===== config.mk =====
export PLATFORM = sky130hd
export DESIGN_NAME = variable_interval_timer
export DESIGN_NICKNAME = d
export VERILOG_FILES = /design/src/rtl/variable_interval_timer.sv
export SDC_FILE = /design/constraint.sdc
export NUM_CORES = 1
export LEC_CHECK = 0
export ABC_AREA = 1
export BUFFER_PORTS_ARGS = -buffer_cell sky130_fd_sc_hd__buf_2
export CAP_MARGIN = 0
export CORE_AREA = 4 4 87 89
export DETAILED_ROUTE_END_ITERATION = 10
export DIE_AREA = 0 0 91 93
export PLACE_DENSITY = 0.73
export SLEW_MARGIN = 40
export SYNTH_ARGS = -nofsm -noshare
export SYNTH_HDL_FRONTEND = slang
export SYNTH_SLANG_ARGS = --single-unit

===== constraint.sdc =====
create_clock -name Clk -period 2.1 [get_ports Clk]
set_input_delay 0.21 -clock Clk [delete_from_list [all_inputs] [get_ports Clk]]
set_output_delay 0.21 -clock Clk [all_outputs]
set_load 0.05 [all_outputs]

===== src/rtl/variable_interval_timer.sv =====
// Interval timer: one TimeoutPulse every N base ticks (PRESCALE clocks per tick),
// where N = max(BASE_TICKS - Speed, MIN_TICKS). Supports periodic/one-shot, pause and restart.
module variable_interval_timer #(
    parameter int PRESCALE   = 5000000,
    parameter int CNT_W      = 8,
    parameter int SPEED_W    = 4,
    parameter int BASE_TICKS = 6,
    parameter int MIN_TICKS  = 1,
    parameter int PCNT_W     = 8
) (
    input  logic               Clk,
    input  logic               Rst,
    input  logic               Enable,
    input  logic               Mode,
    input  logic               Pause,
    input  logic               Restart,
    input  logic [SPEED_W-1:0] Speed,
    output logic               TimeoutPulse,
    output logic               Busy,
    output logic [PCNT_W-1:0]  PulseCount
);

    localparam int PW = (PRESCALE > 1) ? $clog2(PRESCALE) : 1;
    localparam int DW = ((CNT_W > SPEED_W) ? CNT_W : SPEED_W) + 1;
    localparam logic [PW-1:0] PRE_LAST = PW'(PRESCALE - 1);

    typedef enum logic [1:0] {IDLE, RUN, PAUSED, DONE} state_t;

    typedef struct packed {
        logic [PW-1:0]    pre;
        logic [CNT_W-1:0] tick;
        logic [CNT_W-1:0] n;
    } cnt_t;

    state_t              state;
    cnt_t                cnt;
    logic signed [DW-1:0] diff;
    logic [CNT_W-1:0]    n_calc;
    logic                tick_ev;
    logic                timeout;

    // One extra sign bit so a large Speed clamps to MIN_TICKS instead of wrapping.
    always_comb begin
        diff    = $signed(DW'(BASE_TICKS)) - $signed(DW'(Speed));
        n_calc  = (diff < $signed(DW'(MIN_TICKS))) ? CNT_W'(MIN_TICKS) : diff[CNT_W-1:0];
        tick_ev = (cnt.pre == PRE_LAST);
        timeout = tick_ev && (cnt.tick == cnt.n - CNT_W'(1));
    end

    always_ff @(posedge Clk or negedge Rst) begin
        if (!Rst) begin
            state        <= IDLE;
            cnt          <= '0;
            TimeoutPulse <= 1'b0;
            Busy         <= 1'b0;
            PulseCount   <= '0;
        end else begin
            TimeoutPulse <= 1'b0;
            if (!Enable) begin
                state      <= IDLE;
                cnt        <= '0;
                Busy       <= 1'b0;
                PulseCount <= '0;
            end else if (state == IDLE || Restart) begin
                state <= RUN;
                cnt   <= '{pre: '0, tick: '0, n: n_calc};
                Busy  <= 1'b1;
            end else begin
                case (state)
                    RUN: begin
                        // The Pause edge itself still counts; frozen edges are those spent in PAUSED.
                        if (timeout) begin
                            TimeoutPulse <= 1'b1;
                            PulseCount   <= PulseCount + 1'b1;
                            cnt.pre      <= '0;
                            cnt.tick     <= '0;
                            if (Mode) begin
                                state <= DONE;
                                Busy  <= 1'b0;
                            end else begin
                                cnt.n <= n_calc;
                                state <= Pause ? PAUSED : RUN;
                            end
                        end else begin
                            cnt.pre <= tick_ev ? '0 : cnt.pre + 1'b1;
                            if (tick_ev)
                                cnt.tick <= cnt.tick + 1'b1;
                            state <= Pause ? PAUSED : RUN;
                        end
                    end
                    PAUSED: begin
                        if (!Pause)
                            state <= RUN;
                    end
                    default: ;
                endcase
            end
        end
    end

endmodule


== After elaboration in Yosys (flattened, before gate mapping) ==
Index checks and enable logic that the tools add are counted.
Storage, ports and cells
  register bits: 51
Cells by class
  add/subtract/negate cells: 5
  magnitude comparators: 1
  eq/ne operators: 14
  muxes and demuxes: 29
  reduce and logical (&&, ||, !) cells: 8
Operator list (count)
  2-to-1 mux 39 bit: 3
  2-to-1 mux 8 bit: 8
  2-to-1 mux 31 bit: 1
  adder 23 x 1 -> 23 bit, second input constant: 1
  == test 23 bit, second input constant: 1
  2-to-1 mux 23 bit: 1
  adder 8 x 1 -> 8 bit, second input constant: 2
  2-to-1 mux 2 bit: 6
  2-to-1 mux 1 bit: 9
  != test 3 x 1 -> 1 bit, second input constant: 3
  AND reduction 3 bit: 3
  == test 8 bit: 1
  != test 4 x 1 -> 1 bit, second input constant: 2
  subtractor 8 x 1 -> 8 bit, second input constant: 1
  less-than comparator 5 x 2 -> 1 bit, second input constant: 1
  subtractor 3 x 4 -> 5 bit, first input constant: 1
  != test 2 x 1 -> 1 bit, second input constant: 2
  != test 4 bit, second input constant: 1
  case mux 2 bit (2 select lines): 1
  AND reduction 2 bit: 2
  != test 3 x 2 -> 1 bit, second input constant: 1
  == test 2 x 1 -> 1 bit, second input constant: 1
  == test 2 bit, second input constant: 1
  zero test 2 bit: 1
  3 further kinds: 3

== Longest topological paths before layout ==
Gate-level depths: netlist (run 1).
  depth in word-level cells: 8
  depth in mapped cells: 14
  gate-level depth less buffers: 14

== Worst setup path after synthesis (run 1) ==
No wires, ideal clock.
  path type: flip-flop to flip-flop
  from: reg cnt[0] in the netlist's numbering
  to: reg PulseCount[2]
  library setup time: 0.118 ns
  data arrival time: 1.688 ns
  required time: 1.982 ns
  setup slack: 0.294 ns
  stages on the path, launching flop included: 14
  period minus slack after synthesis: 1.806 ns
  path through: dfrtp_1 > inv_1 > ha_1 > inv_1 > nand2_1 > nand2_1 > nand3_1 > nand3b_1 > nor2_2 > nand3_4 > nor2_8 > nor2_4 > nand2_1 > nand2_1
Between the ends
  longest elaborated chain between the ends: 5
RTL lines
  from (decl): RTL line 36  | cnt_t cnt;
  from (signal assigned): RTL line 66  | cnt <= '{pre: '0, tick: '0, n: n_calc};
  subtractor 8 x 1 -> 8 bit: RTL line 47  | timeout = tick_ev && (cnt.tick == cnt.n - CNT_W'(1));
  == test 8 bit: RTL line 47
  logical AND 1 bit: RTL line 47
  != test 2 x 1 -> 1 bit (no line)
  AND reduction 3 bit (no line)
  to (signal assigned): RTL line 74  | PulseCount <= PulseCount + 1'b1;
  to (decl): RTL line 20  | output logic [PCNT_W-1:0] PulseCount
No other way between the ends.
A chain may end at the register's enable or synchronous reset.

== Worst setup path in the final report (run 1) ==
  from: reg cnt[1] in the netlist's numbering
  to: reg PulseCount[5]
Same word-level chain as after synthesis.

==> reports/metrics.cfg, run 1 <==
[outcome]
status=finished with violations
violations=negative hold slack

[yosys]
ys_ff_latch=48
synth_area_um2=3300
netlist_instances=440
synth_cell_types=40
ys_seq_area_share_pct=36.4
syn_nets=459
syn_area_per_cell_um2=7.50
yosysWarnings=0
synth-main-ff-cell=dfrtp_1
synth_edf_count=0
synth-async-reset-ratio_pct=100

[die]
initial_core_util_pct=48.9
design.core.area_um2=6760
pin_count=20
dieArea_um2=8460
rows=30
die_w_um=91
fp.dieH_um=93

[hold_path]
hold_path_class=input port to asynchronous set/reset pin

[cts]
clock_path_buffers=2
cts_sinks=48
clkSlewWorstSetupHoldPaths_ns=0.09
cts_inserted_buffers=5
cts_tree=yes
cts.htree.levels=2
root_buffer=clkbuf_8
clk_latency_ns=0.30

[pwr]
power.internal_mw=1.26
p_total_mw=1.80
combPwrFrac_pct=16.7
pwr_density_cell_nw_per_um2=486
pwr-share-clk_pct=30.5
power_frac_seq_pct=52.8
leakage_nw=1.71
switching_share_pct=30.0
p_switching_mw=0.539
peakVddDrop_mv=0.307

[finish]
finalNetCount=496
final-instance-count-excl-fill=557
area_delta_synth_final_pct=12.1
fillers=643
drive_gt1_share_pct=17.0
n_antenna_cell=0

[global_routing]
grt_use_total_pct=18.5
grt_pass1_wl_mm=13.0
antenna_found_initial=0
overflow=0
grt_pass1_vias=2933
grt_max_degree=49

[critical_path]
start_kind=flop
critPathLaunch=cnt[1]
rr_startpoint=cnt[1]
cp_data_required_time_ns=2.29
end_kind=flop
path_class=flop to flop
worstPathArrival_ns=2.17
crit_fanout=8

[place]
gp_congestion=0.868
dp.cells=543
io_buffers=19
place_hpwl_mm=5.55
place_ws_ns=0.0675

[drt]
drt_wl_total_mm=7.46
wire_per_inst_um=13.4
ant_nets=0
drt_first_iter_violations=194
first_pass_iters=4
vias=2988
drc=0
vias_per_cell=5.36

[timing]
timing.fmax_ghz=0.505
skew_ns=0.00688
min_period_ns=1.98
final-hold-violation-count=3
hold_slack_ns=-0.00280
slew_violations=0
slew_headroom_pct=58.9
layout_setup_ws_ns=0.119
max_slew.worst_pin.slew_ns=0.617
min_period_over_period_pct=94.3
setup_viol=0

[flow_run]
max-cap-violations=0

[metrics by stage]
step           setup TNS [ns]  utilization [%]  instance area (µm²)
2_1_floorplan               0                -                 3300
3_3_place_gp                0             52.3                 3530
3_5_place_dp                0             52.3                 3530
4_1_cts                     0             53.5                 3620
5_1_grt               -0.0432             54.8                 3700
6_report                    0             54.8                 3700
[power groups by stage]
stage	Sequential, mW	Combinational, mW	Clock [mW]
after detailed placement	0.968	0.272	0
after CTS	0.949	0.274	0.563
after global placement	0.967	0.266	0
after global routing	0.952	0.339	0.607
after floorplan	0.970	0.187	0
final	0.950	0.300	0.549
[layout by cell type, fill, tap and decap left out, types with 2 or more instances in the layout]
cell	Yosys	final
o21ai_2	5	5
ha_1	9	8
nor2_2	3	4
xor2_1	16	16
xnor2_1	4	4
nand3_1	37	36
nand2_4	3	3
a31oi_1	3	3
nand3_2	1	2
clkbuf_8	0	5
nand2_2	3	4
nor3_1	15	15
inv_1	65	63
inv_2	1	2
nand2_1	111	110
o21ai_1	2	2
buf_2	0	19
buf_4	1	14
nor4_1	2	2
nor2_4	6	7
o21ai_0	13	13
nor2_8	2	2
or2_2	2	2
nand3_4	3	3
a21oi_1	4	4
o22ai_1	13	13
nand3b_1	6	6
clkinvlp_4	0	2
nand4_1	11	11
nor2_1	38	36
dfrtp_1	48	48
[logic make-up (layout without fill, tap and decap cells)]
group                      after synthesis  in the layout  share of synthesized area (%)
DFF                                     48             48                           36.4
adders and majority gates                9              9                           3.41
xor gates and xnor gates                20             20                           5.30
AOI/OAI and AO/OA                       45             45                           8.41
buffers and inverters                   71            108                           8.34
and+or+nand+nor                        247            247                           38.2
[registers in the layout, indices dropped and copies added (netlist names)]
signal and cells:
cnt 36, TimeoutPulse 1, state 2, Busy 1
PulseCount 8
[worst max-delay path, cell delays in order (launching register included)]
cell      delay (ns)
dfrtp_1         0.41
inv_1           0.10
ha_4            0.21
inv_1           0.05
nand2_1         0.04
nand2_1         0.07
nand3_2         0.06
nand3b_1        0.20
nor2_4          0.18
nand3_4         0.13
nor2_8          0.20
nor2_4          0.09
nand2_1         0.07
nand2_1         0.06
[Yosys cell counts (3+ instances only)]
| master | instances | share of area [%] |
|---|---|---|
| nand2_1 | 111 | 13 |
| inv_1 | 65 | 7.4 |
| dfrtp_1 | 48 | 36 |
| nor2_1 | 38 | 4.3 |
| nand3_1 | 37 | 5.6 |
| xor2_1 | 16 | 4.2 |
| nor3_1 | 15 | 2.3 |
| o21ai_0 | 13 | 2.0 |
| o22ai_1 | 13 | 2.5 |
| nand4_1 | 11 | 2.1 |
| ha_1 | 9 | 3.4 |
| nand3b_1 | 6 | 1.4 |
| nor2_4 | 6 | 2.0 |
| o21ai_2 | 5 | 1.3 |
| a21oi_1 | 4 | 0.61 |
| xnor2_1 | 4 | 1.1 |
| a31oi_1 | 3 | 0.57 |
| nand2_2 | 3 | 0.57 |
| nand2_4 | 3 | 1.0 |
| nand3_4 | 3 | 1.6 |
| nor2_2 | 3 | 0.57 |
[area by class of cell]
cell class / count / area [µm²] / area share, %
tap: 80 / 100 / 2.70
timing repair buffer: 33 / 200 / 5.41
inverter: 68 / 264 / 7.13
sequential: 48 / 1200 / 32.4
clock buffer: 5 / 68.8 / 1.86
multi-input combinational: 321 / 1860 / 50.1
clock inverter: 2 / 12.5 / 0.338
[final timing paths]
check | endpoint | slack (ns) | depth (start not counted)
setup / recovery | PulseCount[5] | 0.12 | 13
hold / removal | cnt[35] | -0.003 | 2
setup reg to reg | PulseCount[5] | 0.12 | 13
hold reg to reg | state[1] | 0.52 | 2
max in group asynchronous | PulseCount[2] | 1.68 | 2
min in group Clk | cnt[14] | 0.22 | 4
[routing by layer]
layer	wire length, µm	track usage, %	vias up
met4	166	6.53	0
met1	3340	24.4	1411
met3	279	2.82	17
met5	0	0	-
met2	3670	31.0	58
li1	-	-	1502
[repair_timing]
item                                    CTS  global route
endpoints found under the setup margin    0            23
resized for setup                         0             8
hold buffers                              0             0
buffers inserted                          0             7
No activity file was read; power rests on OpenSTA's default activity.
==> inputs of run 2 (changes only) <==
Settings changed: CELL_PAD_IN_SITES_DETAIL_PLACEMENT set to 0, CELL_PAD_IN_SITES_GLOBAL_PLACEMENT set to 2, CORE_AREA 4 4 87 89 to 4 4 101 103, DIE_AREA 0 0 91 93 to 0 0 105 107, PLACE_DENSITY 0.73 to 0.86.
==> run 2 against run 1 <==
Against the previous run: the run now ends clean; highest routed layer unchanged; largest cell class unchanged; clock power up 28%; total power rose by 8.6%; non-clock buffer count increased by 1.
==> reports/metrics.cfg, run 2 (synthesized netlist as in run 1, its figures left out) <==
[outcome]
status=completed

[timing]
layout_setup_ws_ns=0.163
hold_slack_ns=0.221
min_period_ns=1.94
final-hold-violation-count=0
slew_headroom_pct=59.9
finalSetupTns_ns=0
min_period_over_period_pct=92.2
timing.fmax_ghz=0.516
setup_viol=0
rsz0062_at_grt=false
max_slew.worst_pin.slew_ns=0.601
slew_violations=0
skew_ns=0.0185

[finish]
multi_input_area_um2=1850
final_core_util_pct=41.2
top_regs=cnt (36), PulseCount (8), state (2)
largest_register_ffs=36
final_common_cell=nand2_1
design_area_um2=3790
regMostFlops=cnt
final-instance-count-excl-fill=590
n_antenna_cell=0
mostFrequentLayoutCells=111 x nand2_1, 64 x inv_1, 48 x dfrtp_1
finalNetCount=497
area_delta_synth_final_pct=14.7
regArea_um2=1200
fillers=968
drive_gt1_share_pct=16.3

[die]
dieArea_um2=11200
design.core.area_um2=9200
initial_core_util_pct=35.9
rows=35
fp.dieH_um=107
die_w_um=105
pin_count=20

[hold_path]
hold_path_class=input port to flop
holdPathStages=5

[cts]
cts.htree.levels=2
clk_latency_ns=0.31
clock_path_buffers=2
cts_tree=yes
clkSlewWorstSetupHoldPaths_ns=0.10
root_buffer=clkbuf_8
cts_inserted_buffers=5
cts_sinks=48

[critical_path]
crit_fanout=8
path_class=flop to flop
worstPathArrival_ns=2.14
reg2reg_depth=10
cp_data_required_time_ns=2.31
end_kind=flop
start_kind=flop

[drt]
drc=0
vias_per_cell=4.87
drt_wl_total_mm=7.93
ant_nets=0
first_pass_iters=4
drt_first_iter_violations=148
vias=2871
wire_per_inst_um=13.4

[pwr]
leakage_nw=1.73
p_total_mw=1.95
pwr_density_cell_nw_per_um2=516
peakVddDrop_mv=0.243

[place]
dp.cells=578
gp_congestion=0.833
place_hpwl_mm=6.15
io_buffers=19
place_ws_ns=0.0663
place_area_um2=3620

[global_routing]
grt_max_degree=26
overflow=0
grt_pass1_vias=2792
grt_use_total_pct=14.8
antenna_found_initial=0
grt_pass1_wl_mm=13.7

[flow_run]
max-cap-violations=0

[run 2: cell types whose count changed in the layout (fill, tap and decap cells not counted), sizes merged]
cell / change
clkinv: +1
bufinv: +1
clkinvlp: -2
dlygate4sd3: +1
inv: +1
[run 2: area by class of cell]
class,instances,share of cell area (%)
flip-flops and latches,48,31.7
clock inverters,3,1.26
well taps,111,3.67
clock buffers,5,1.82
inverters,68,6.87
multi-input cells,321,48.8
repair buffers,34,5.88
[run 2: critical path, stage by stage, from the launching register on]
cell and delay, ns:
dfrtp_1 0.43, ha_1 0.26, nand3_4 0.14, nor3_4 0.23, nand3_4 0.13, nor2_4 0.11
nand3_4 0.12, nor2_8 0.20, nor2_4 0.08, nand2_1 0.07, nand2_1 0.05
[run 2: final timing paths]
path	start	to	slack (ns)
worst min-delay path	Pause	state[1]	0.22
worst max register to register	cnt[16]	PulseCount[3]	0.16
worst min register to register	state[1]	state[1]	0.52
max in group asynchronous	Rst	cnt[9]	1.11
min in group asynchronous	Rst	cnt[33]	0.43
worst max-delay path	cnt[16]	PulseCount[3]	0.16
[run 2: metal layers]
layer	global-route usage [%]	share of wire [%]	vias up
met4	3.66	0.93	0
li1	-	-	1511
met1	20.7	51	1318
met2	24.1	45	37
met3	2.35	3.4	5
met5	0	0	-
[run 2: what timing repair did]
item | 4_1_cts | 5_1_grt
hold buffers | 1 | 0
gates resized for setup | 0 | 4
setup endpoints to repair | 0 | 22
endpoints found under the hold margin | 24 | 0
buffers inserted | 0 | 3
[run 2: where the power goes]
part           internal [mW]  switching (mW)
sequential             0.937          0.0129
combinational          0.101           0.198
clock                  0.359           0.345
==> inputs of run 3 (changes only) <==
Settings changed: BUFFER_PORTS_ARGS -buffer_cell sky130_fd_sc_hd__buf_2 to not set, CORE_AREA 4 4 101 103 to 4 4 99 101, DIE_AREA 0 0 105 107 to 0 0 103 105, DONT_BUFFER_PORTS set to 1.
==> run 3 against run 2 <==
Against the previous run: non-clock buffer count is 9 lower; routed wire length is 0.74% higher; utilization increased by 0.37 points.
==> reports/metrics.cfg, run 3 (synthesized netlist as in run 1, its figures left out) <==
[place]
io_buffers=0
place_hpwl_mm=5.98
gp_congestion=0.780
place_ws_ns=0.0856
dp.cells=566

[critical_path]
worstPathArrival_ns=2.15
cp_data_required_time_ns=2.29
worst_path_most_repeated_cell=nand2_1
end_kind=flop
path_class=flop to flop
crit_chain=inv_1, ha_4, inv_1, nand2_1, nand2_1, nand3_2, nand3b_1, nor2_4, nand3_4, nor2_8, nor2_4, nand2_1, nand2_1
cp_slowest_cell=dfrtp_1
start_kind=flop
critPathBufInv=2
crit_fanout=8
cp_top_family=simple AND/OR/NAND/NOR gates
timing.critical_path.slowest_cell_delay_ns=0.41

[outcome]
status=completed

[pwr]
combPwrFrac_pct=15.7
pwr_density_cell_nw_per_um2=478
pwr-share-clk_pct=31.1
peakVddDrop_mv=0.292
p_switching_mw=0.537
switching_share_pct=29.9
leakage_nw=1.69
power.internal_mw=1.26
power_frac_seq_pct=53.2

[die]
fp.dieH_um=105
initial_core_util_pct=36.6
rows=35
design.core.area_um2=9020
die_w_um=103
dieArea_um2=10800
pin_count=20

[cts]
cts_inserted_buffers=5
clkSlewWorstSetupHoldPaths_ns=0.10
cts.htree.levels=2
cts_tree=yes
clk_latency_ns=0.30
cts_sinks=48
root_buffer=clkbuf_8
clock_path_buffers=2

[drt]
ant_nets=0
drc=0
first_pass_iters=4
vias=2844
drt_wl_total_mm=7.99
drt_first_iter_violations=126
wire_per_inst_um=13.8
vias_per_cell=4.90

[timing]
skew_ns=0.0120
timing.fmax_ghz=0.510
rsz0062_at_grt=true
slew_headroom_pct=63.3
max_slew.worst_pin.slew_ns=0.551
min_period_over_period_pct=93.3
slew_violations=0
setup_viol=0
layout_setup_ws_ns=0.140
min_period_ns=1.96
final-hold-violation-count=0

[flow_run]
max-cap-violations=0

[hold_path]
hold_path_class=input port to flop

[global_routing]
antenna_found_initial=0
grt_use_total_pct=15.7
grt_pass1_wl_mm=13.6
grt_max_degree=49
overflow=0
grt_pass1_vias=2742

[finish]
regMostFlops=cnt
area_delta_synth_final_pct=13.5
finalNetCount=489
final_common_cell=nand2_1
top_regs=cnt (36), PulseCount (8), state (2)
largest_register_ffs=36
final-instance-count-excl-fill=581
fillers=960
drive_gt1_share_pct=14.9
n_antenna_cell=0
mostFrequentLayoutCells=111 x nand2_1, 63 x inv_1, 48 x dfrtp_1

## run 3: cell types whose count changed in the layout (fill, tap and decap cells not counted), sizes merged
cell,before,now
clkinv,3,2
buf,33,24
clkinvlp,0,3
inv,67,66
bufinv,1,0
## run 3: worst register-to-register path: stages (launching register included)
cell and delay (ns):
dfrtp_1 0.41, inv_1 0.11, ha_4 0.21, inv_1 0.05, nand2_1 0.04, nand2_1 0.06, nand3_2 0.06, nand3b_1 0.20
nor2_4 0.16, nand3_4 0.12, nor2_8 0.20, nor2_4 0.09, nand2_1 0.08, nand2_1 0.05
## run 3: routing by layer
metal  part of all wire, %  vias up  track usage, %
li1                      -     1484               -
met1                    50     1321            23.1
met2                    46       35            23.7
met3                   3.6        4            3.27
met4                  0.66        0            3.33
met5                     0        -               0
## run 3: cell type report
type	instances	area, µm²	share of cell area [%]
flip-flops and latches	48	1200	32.0
clock inverters	2	12.5	0.334
clock buffers	5	68.8	1.84
repair inverters	1	5.00	0.134
repair buffers	25	210	5.61
well taps	111	139	3.70
inverters	68	264	7.04
multi-input cells	321	1850	49.3
## run 3: power groups by stage
stage	logic, mW	registers [mW]	clock network [mW]
6_report	0.281	0.954	0.558
3_3_place_gp	0.236	0.972	0
4_1_cts	0.264	0.954	0.584
2_1_floorplan	0.187	0.970	0
5_1_grt	0.322	0.957	0.622
3_5_place_dp	0.235	0.972	0
## run 3: what timing repair did
action,CTS,global route
endpoints found under the hold margin,48,0
resized for setup,0,6
setup endpoints to repair,0,22
buffers inserted,0,5
hold buffers,2,0
## run 3: final timing paths
kind                            endpoint  slack [ns]  depth (start not counted)     start
max                        PulseCount[2]        0.14                         13    cnt[1]
min                        PulseCount[5]        0.04                          2    Enable
max reg2reg                PulseCount[2]        0.14                         13    cnt[1]
min reg2reg                     state[1]        0.53                          2  state[1]
max in group asynchronous  PulseCount[7]        1.46                          2       Rst
min in group asynchronous        cnt[35]        0.41                          2       Rst
## run 3: through the flow
| stage | hold WS [ns] | TNS (ns) | cell area (µm²) | power (mW) | util [%] |
|---|---|---|---|---|---|
| 2_1_floorplan | -0.0856 | 0 | 3300 | 1.16 | - |
| 3_3_place_gp | -0.0837 | 0 | 3560 | 1.21 | 39.5 |
| 3_5_place_dp | -0.0836 | 0 | 3560 | 1.21 | 39.5 |
| 4_1_cts | 0.0353 | 0 | 3680 | 1.80 | 40.8 |
| 5_1_grt | 0.0339 | -0.293 | 3750 | 1.90 | 41.6 |
| 6_report | 0.0388 | 0 | 3750 | 1.79 | 41.6 |
